File: src/rtl/vga_sync_module_if.sv
// Pixel-enable input and registered timing outputs of the VGA sync generator.
// The master modport is the generator; the slave modport is the colour/control block.
interface vga_sync_module_if;
    logic        Pixel_En;
    logic        HSYNC_Sig;
    logic        VSYNC_Sig;
    logic        Ready_Sig;
    logic [10:0] Column_Addr_Sig;
    logic [10:0] Row_Addr_Sig;
    logic        Frame_Start_Sig;

    modport master (
        input  Pixel_En,
        output HSYNC_Sig,
        output VSYNC_Sig,
        output Ready_Sig,
        output Column_Addr_Sig,
        output Row_Addr_Sig,
        output Frame_Start_Sig
    );

    modport slave (
        output Pixel_En,
        input  HSYNC_Sig,
        input  VSYNC_Sig,
        input  Ready_Sig,
        input  Column_Addr_Sig,
        input  Row_Addr_Sig,
        input  Frame_Start_Sig
    );
endinterface

File: src/rtl/vga_sync_module.sv
// VGA timing generator: free-running h/v counters with a registered sync/address decode.
// Totals must stay at or below 2047 so the 11-bit counters never overflow.
module vga_sync_module #(
    parameter int H_SYNC   = 96,
    parameter int H_BACK   = 48,
    parameter int H_ACTIVE = 640,
    parameter int H_FRONT  = 16,
    parameter int V_SYNC   = 2,
    parameter int V_BACK   = 33,
    parameter int V_ACTIVE = 480,
    parameter int V_FRONT  = 10
) (
    input  logic         CLK,
    input  logic         RST,
    vga_sync_module_if.master vga
);

    localparam logic [10:0] H_LAST   = 11'(H_SYNC + H_BACK + H_ACTIVE + H_FRONT - 1);
    localparam logic [10:0] V_LAST   = 11'(V_SYNC + V_BACK + V_ACTIVE + V_FRONT - 1);
    localparam logic [10:0] H_SYNC_W = 11'(H_SYNC);
    localparam logic [10:0] V_SYNC_W = 11'(V_SYNC);
    localparam logic [10:0] HA_START = 11'(H_SYNC + H_BACK);
    localparam logic [10:0] HA_END   = 11'(H_SYNC + H_BACK + H_ACTIVE - 1);
    localparam logic [10:0] VA_START = 11'(V_SYNC + V_BACK);
    localparam logic [10:0] VA_END   = 11'(V_SYNC + V_BACK + V_ACTIVE - 1);

    logic [10:0] h_q, h_d;
    logic [10:0] v_q, v_d;

    logic        hsync_q, hsync_d;
    logic        vsync_q, vsync_d;
    logic        ready_q, ready_d;
    logic [10:0] col_q, col_d;
    logic [10:0] row_q, row_d;
    logic        frame_q, frame_d;

    always_comb begin
        h_d = h_q;
        v_d = v_q;
        if (vga.Pixel_En) begin
            if (h_q == H_LAST) begin
                h_d = '0;
                v_d = (v_q == V_LAST) ? 11'd0 : v_q + 11'd1;
            end else begin
                h_d = h_q + 11'd1;
            end
        end
    end

    // Decode works on the pre-edge counters, so registered outputs lag h/v by one clock.
    always_comb begin
        hsync_d = (h_q >= H_SYNC_W);
        vsync_d = (v_q >= V_SYNC_W);
        ready_d = (h_q >= HA_START) && (h_q <= HA_END) &&
                  (v_q >= VA_START) && (v_q <= VA_END);
        col_d   = ready_d ? (h_q - HA_START) : 11'd0;
        row_d   = ready_d ? (v_q - VA_START) : 11'd0;
        frame_d = (h_q == 11'd0) && (v_q == 11'd0) && vga.Pixel_En;
    end

    always_ff @(posedge CLK) begin
        if (RST) begin
            h_q     <= '0;
            v_q     <= '0;
            hsync_q <= 1'b1;
            vsync_q <= 1'b1;
            ready_q <= 1'b0;
            col_q   <= '0;
            row_q   <= '0;
            frame_q <= 1'b0;
        end else begin
            h_q     <= h_d;
            v_q     <= v_d;
            hsync_q <= hsync_d;
            vsync_q <= vsync_d;
            ready_q <= ready_d;
            col_q   <= col_d;
            row_q   <= row_d;
            frame_q <= frame_d;
        end
    end

    assign vga.HSYNC_Sig       = hsync_q;
    assign vga.VSYNC_Sig       = vsync_q;
    assign vga.Ready_Sig       = ready_q;
    assign vga.Column_Addr_Sig = col_q;
    assign vga.Row_Addr_Sig    = row_q;
    assign vga.Frame_Start_Sig = frame_q;

endmodule

File: src/flat_wrapper.sv
// flat-port wrapper written by rule: the top's interface ports become plain ports
module vga_sync_module_flat 
#(
    parameter int H_SYNC   = 96,
    parameter int H_BACK   = 48,
    parameter int H_ACTIVE = 640,
    parameter int H_FRONT  = 16,
    parameter int V_SYNC   = 2,
    parameter int V_BACK   = 33,
    parameter int V_ACTIVE = 480,
    parameter int V_FRONT  = 10
)
  (CLK, RST, vga_Pixel_En, vga_HSYNC_Sig, vga_VSYNC_Sig, vga_Ready_Sig, vga_Column_Addr_Sig, vga_Row_Addr_Sig, vga_Frame_Start_Sig);
  vga_sync_module_if vga_i ();
  input  logic CLK;
  input  logic RST;
  input wire logic [$bits(vga_i.Pixel_En)-1:0] vga_Pixel_En;
  output wire logic [$bits(vga_i.HSYNC_Sig)-1:0] vga_HSYNC_Sig;
  output wire logic [$bits(vga_i.VSYNC_Sig)-1:0] vga_VSYNC_Sig;
  output wire logic [$bits(vga_i.Ready_Sig)-1:0] vga_Ready_Sig;
  output wire logic [$bits(vga_i.Column_Addr_Sig)-1:0] vga_Column_Addr_Sig;
  output wire logic [$bits(vga_i.Row_Addr_Sig)-1:0] vga_Row_Addr_Sig;
  output wire logic [$bits(vga_i.Frame_Start_Sig)-1:0] vga_Frame_Start_Sig;
  assign vga_i.Pixel_En = vga_Pixel_En;
  assign vga_HSYNC_Sig = vga_i.HSYNC_Sig;
  assign vga_VSYNC_Sig = vga_i.VSYNC_Sig;
  assign vga_Ready_Sig = vga_i.Ready_Sig;
  assign vga_Column_Addr_Sig = vga_i.Column_Addr_Sig;
  assign vga_Row_Addr_Sig = vga_i.Row_Addr_Sig;
  assign vga_Frame_Start_Sig = vga_i.Frame_Start_Sig;
  vga_sync_module #(.H_SYNC(H_SYNC), .H_BACK(H_BACK), .H_ACTIVE(H_ACTIVE), .H_FRONT(H_FRONT), .V_SYNC(V_SYNC), .V_BACK(V_BACK), .V_ACTIVE(V_ACTIVE), .V_FRONT(V_FRONT)) u_core (.CLK(CLK), .RST(RST), .vga(vga_i));
endmodule
File: config.mk
export PLATFORM = sky130hd
export DESIGN_NAME = vga_sync_module_flat
export DESIGN_NICKNAME = d
export VERILOG_FILES = /design/src/rtl/vga_sync_module_if.sv /design/src/rtl/vga_sync_module.sv /design/src/flat_wrapper.sv
export SDC_FILE = /design/constraint.sdc
export NUM_CORES = 1
export LEC_CHECK = 0
export BUFFER_PORTS_ARGS = -buffer_cell sky130_fd_sc_hd__buf_2
export CAP_MARGIN = 20
export CORE_MARGIN = 3
export CORE_UTILIZATION = 47
export DETAILED_ROUTE_END_ITERATION = 8
export PLACE_DENSITY_LB_ADDON = 0.3
export SYNTH_ARGS = -nofsm -noshare
export SYNTH_HDL_FRONTEND = slang
export SYNTH_SLANG_ARGS = --single-unit
export TNS_END_PERCENT = 100
File: constraint.sdc
create_clock -name CLK -period 1.7 [get_ports CLK]
set_clock_uncertainty 0.05 [all_clocks]
set_input_delay 0.255 -clock CLK [delete_from_list [all_inputs] [get_ports CLK]]
set_output_delay 0.255 -clock CLK [all_outputs]
set_load 0.02 [all_outputs]
==> impl_metrics.tcl <==
set metrics [dict create \
    status "finished, violations left" \
    violations "setup timing" \
    rsz0062_at_grt "true" \
    synthToLayoutAreaGrowth_pct 43.76 \
    routedWlPerCell_um 15.06 \
    start_util_pct 49.51 \
    fmax_ghz 0.5522 \
    port_buffers 28 \
    synth_top_flop_cell "dfxtp_1" \
    clk_latency_ps 300 \
    drc 0 \
    power_density_nw_per_um2 560.0 \
    cap_violations 0 \
    pin_count 29 \
    worst-setup-path-type "reg2reg" \
    die_h_um 77.23 \
    crit_required_ps 1830 \
    place_area_um2 2993 \
    core_area_um2 4817 \
    postRouteAntennaNets 0 \
    die_area_um2 5964 \
    synth_nets 270 \
    hpwl_um 4193 \
    clock_path_buffers 2 \
    vias 2248 \
    gp_congestion 0.9003 \
    maxSlewViolCount 0 \
    synth_cell_types 51 \
    antenna_cells 0 \
    first_iter_violations 139 \
    synthArstFlopShare_pct 0 \
    arrival_ps 1940 \
    setup_slack_ps -110.8 \
    clk_pin_slew_ps 90 \
    final_common_cell "buf_4" \
    num_rows 25 \
    synth_top_cell_by_area "dfxtp_1" \
    endpoint_kind "flip-flop" \
    synth.area.top_cells "dfxtp_1 (40%), xnor2_1 (6.6%), ha_1 (5.2%)" \
    ys_seq_area_share_pct 40.29 \
    post-place-ws_ps -129.0 \
    leakage_nw 1.460 \
    min_path_cells 2 \
    synth_warnings 0 \
    netlist_area_um2 2385 \
    antenna_found_initial 0 \
    startpoint_type "flip-flop" \
    via_per_inst 5.391 \
    grt_use_total_pct 20.58 \
    gr-usage-met2_pct 33.07 \
    power_mw 1.920 \
    busiest_layer "met2" \
    peakVddDrop_mv 0.4295 \
    grt_pass1_wl_um 9894 \
    synth_edf_count 0 \
    cts_tree "done" \
    gr-total-overflow 0 \
    numCtsBuffers 5 \
    max_slew_margin_pct 77.97 \
    synth_cells 257 \
    cts_sinks 48 \
    reg2regPathDepth 4 \
    final_area_um2 3428 \
    setup_violations 29 \
    synth.avg_cell_area_um2 9.279 \
    grt_pass1_vias 2096 \
    worstHoldPathType "in2reg" \
    synth_top_area_share_pct 40.29 \
    layout-drive-gt1-share_pct 47.71 \
    wl_um 6278 \
    finalCritPeriodShare_pct 106.5 \
    h-tree-depth 2 \
    grtUsageMet3_pct 5.399 \
    fin_crit_ps 1811 \
    tightestPinTransition_ps 327.7 \
    cp_max_fo 5 \
    grtUsageMet1_pct 27.05 \
    ys_seq_elements 48 \
    finalNetCount 362 \
    grt_max_degree 16 \
    drtPass1Iterations 4 \
    clk_root_buffer_cell "clkbuf_8" \
    final_cell_mix "buf_4 (64), dfxtp_1 (40), buf_2 (28)" \
    hold_violations 0 \
    cts_hold_buffers 0 \
    fp.dieW_um 77.23 \
]
-- through the flow --
stage	setup TNS (ps)	hold slack, ps	instances	util [%]
6_report	-1483	208.6	417	71.17
4_1_cts	-1309	179.5	411	67.56
3_3_place_gp	-419.8	440.7	394	62.13
5_1_grt	-2967	200.1	417	71.17
3_5_place_dp	-1272	454.5	394	62.13
2_1_floorplan	-419.9	431.6	257	-
-- final timing paths --
path | from | to | slack (ps)
worst max-delay path | u_core.v_q[2]$_SDFFE_PP0P_ | u_core.vga.VSYNC_Sig$_SDFF_PP1_ | -110
worst min-delay path | RST | u_core.v_q[1]$_SDFFE_PP0P_ | 210
worst max register to register | u_core.v_q[2]$_SDFFE_PP0P_ | u_core.vga.VSYNC_Sig$_SDFF_PP1_ | -110
worst min register to register | u_core.v_q[4]$_SDFFE_PP0P_ | u_core.v_q[4]$_SDFFE_PP0P_ | 450
-- routing by layer --
metal,part of all wire [%],vias to the layer above,wire [um]
met4,3.1,0,194
li1,-,1088,-
met5,0,-,0
met1,42,1052,2663
met3,7.3,22,460
met2,47,86,2960
-- cells in the mapped netlist (4+ instances only) --
cell      number
xor2_1         6
nor2_1        20
nand3_1        5
ha_1          10
buf_2          9
a21oi_1       13
or3_1          8
nor4_1         5
xnor2_1       18
inv_1         11
nor3_2         9
or4_1          5
nand2_1       17
clkbuf_1       5
o31ai_1        4
nand4_1        6
nor3_1        13
dfxtp_1       48
o21ai_0        5
-- layout make-up --
cell class | count | area (um2)
sequential | 48 | 973.4
tap | 67 | 83.83
multi-input combinational | 180 | 1478
fill | 377 | 1389
timing repair buffer | 103 | 762.0
inverter | 11 | 43.79
clock inverter | 3 | 18.77
clock buffer | 5 | 68.82
-- where the power goes --
part / total [mW] / internal, mW / switching [mW]
clock network: 0.681 / 0.287 / 0.393
logic: 0.101 / 0.0443 / 0.0563
registers: 1.14 / 1.13 / 0.00662
-- state kept, by name, summed over array words and instances, names as in the netlist --
signal	cells
u_core.vga.VSYNC_Sig	1
u_core.vga.Frame_Start_Sig	1
u_core.vga.Column_Addr_Sig	11
u_core.vga.HSYNC_Sig	1
u_core.v_q	11
u_core.vga.Row_Addr_Sig	11
u_core.vga.Ready_Sig	1
u_core.h_q	11
-- kinds of logic after synthesis --
logic type,synth area share (%)
AOI/OAI and AO/OA,10.49
muxes,0.4197
adders and majority gates,5.247
buffers and inverters,5.876
xor gates and xnor gates,8.814
DFF,40.29
and+or+nand+nor,28.86
-- repair_timing --
action                     in CTS  in global routing
gates resized for setup        25                 27
setup endpoints to repair      34                 34
pin swaps                       8                 14
setup buffers                   9                  6
-- critical path: stages, from the launching register on --
cell,delay [ps]
dfxtp_2,340
buf_6,120
or3_4,380
or4_4,450
or3_1,350
(Power assumes the default switching activity.)
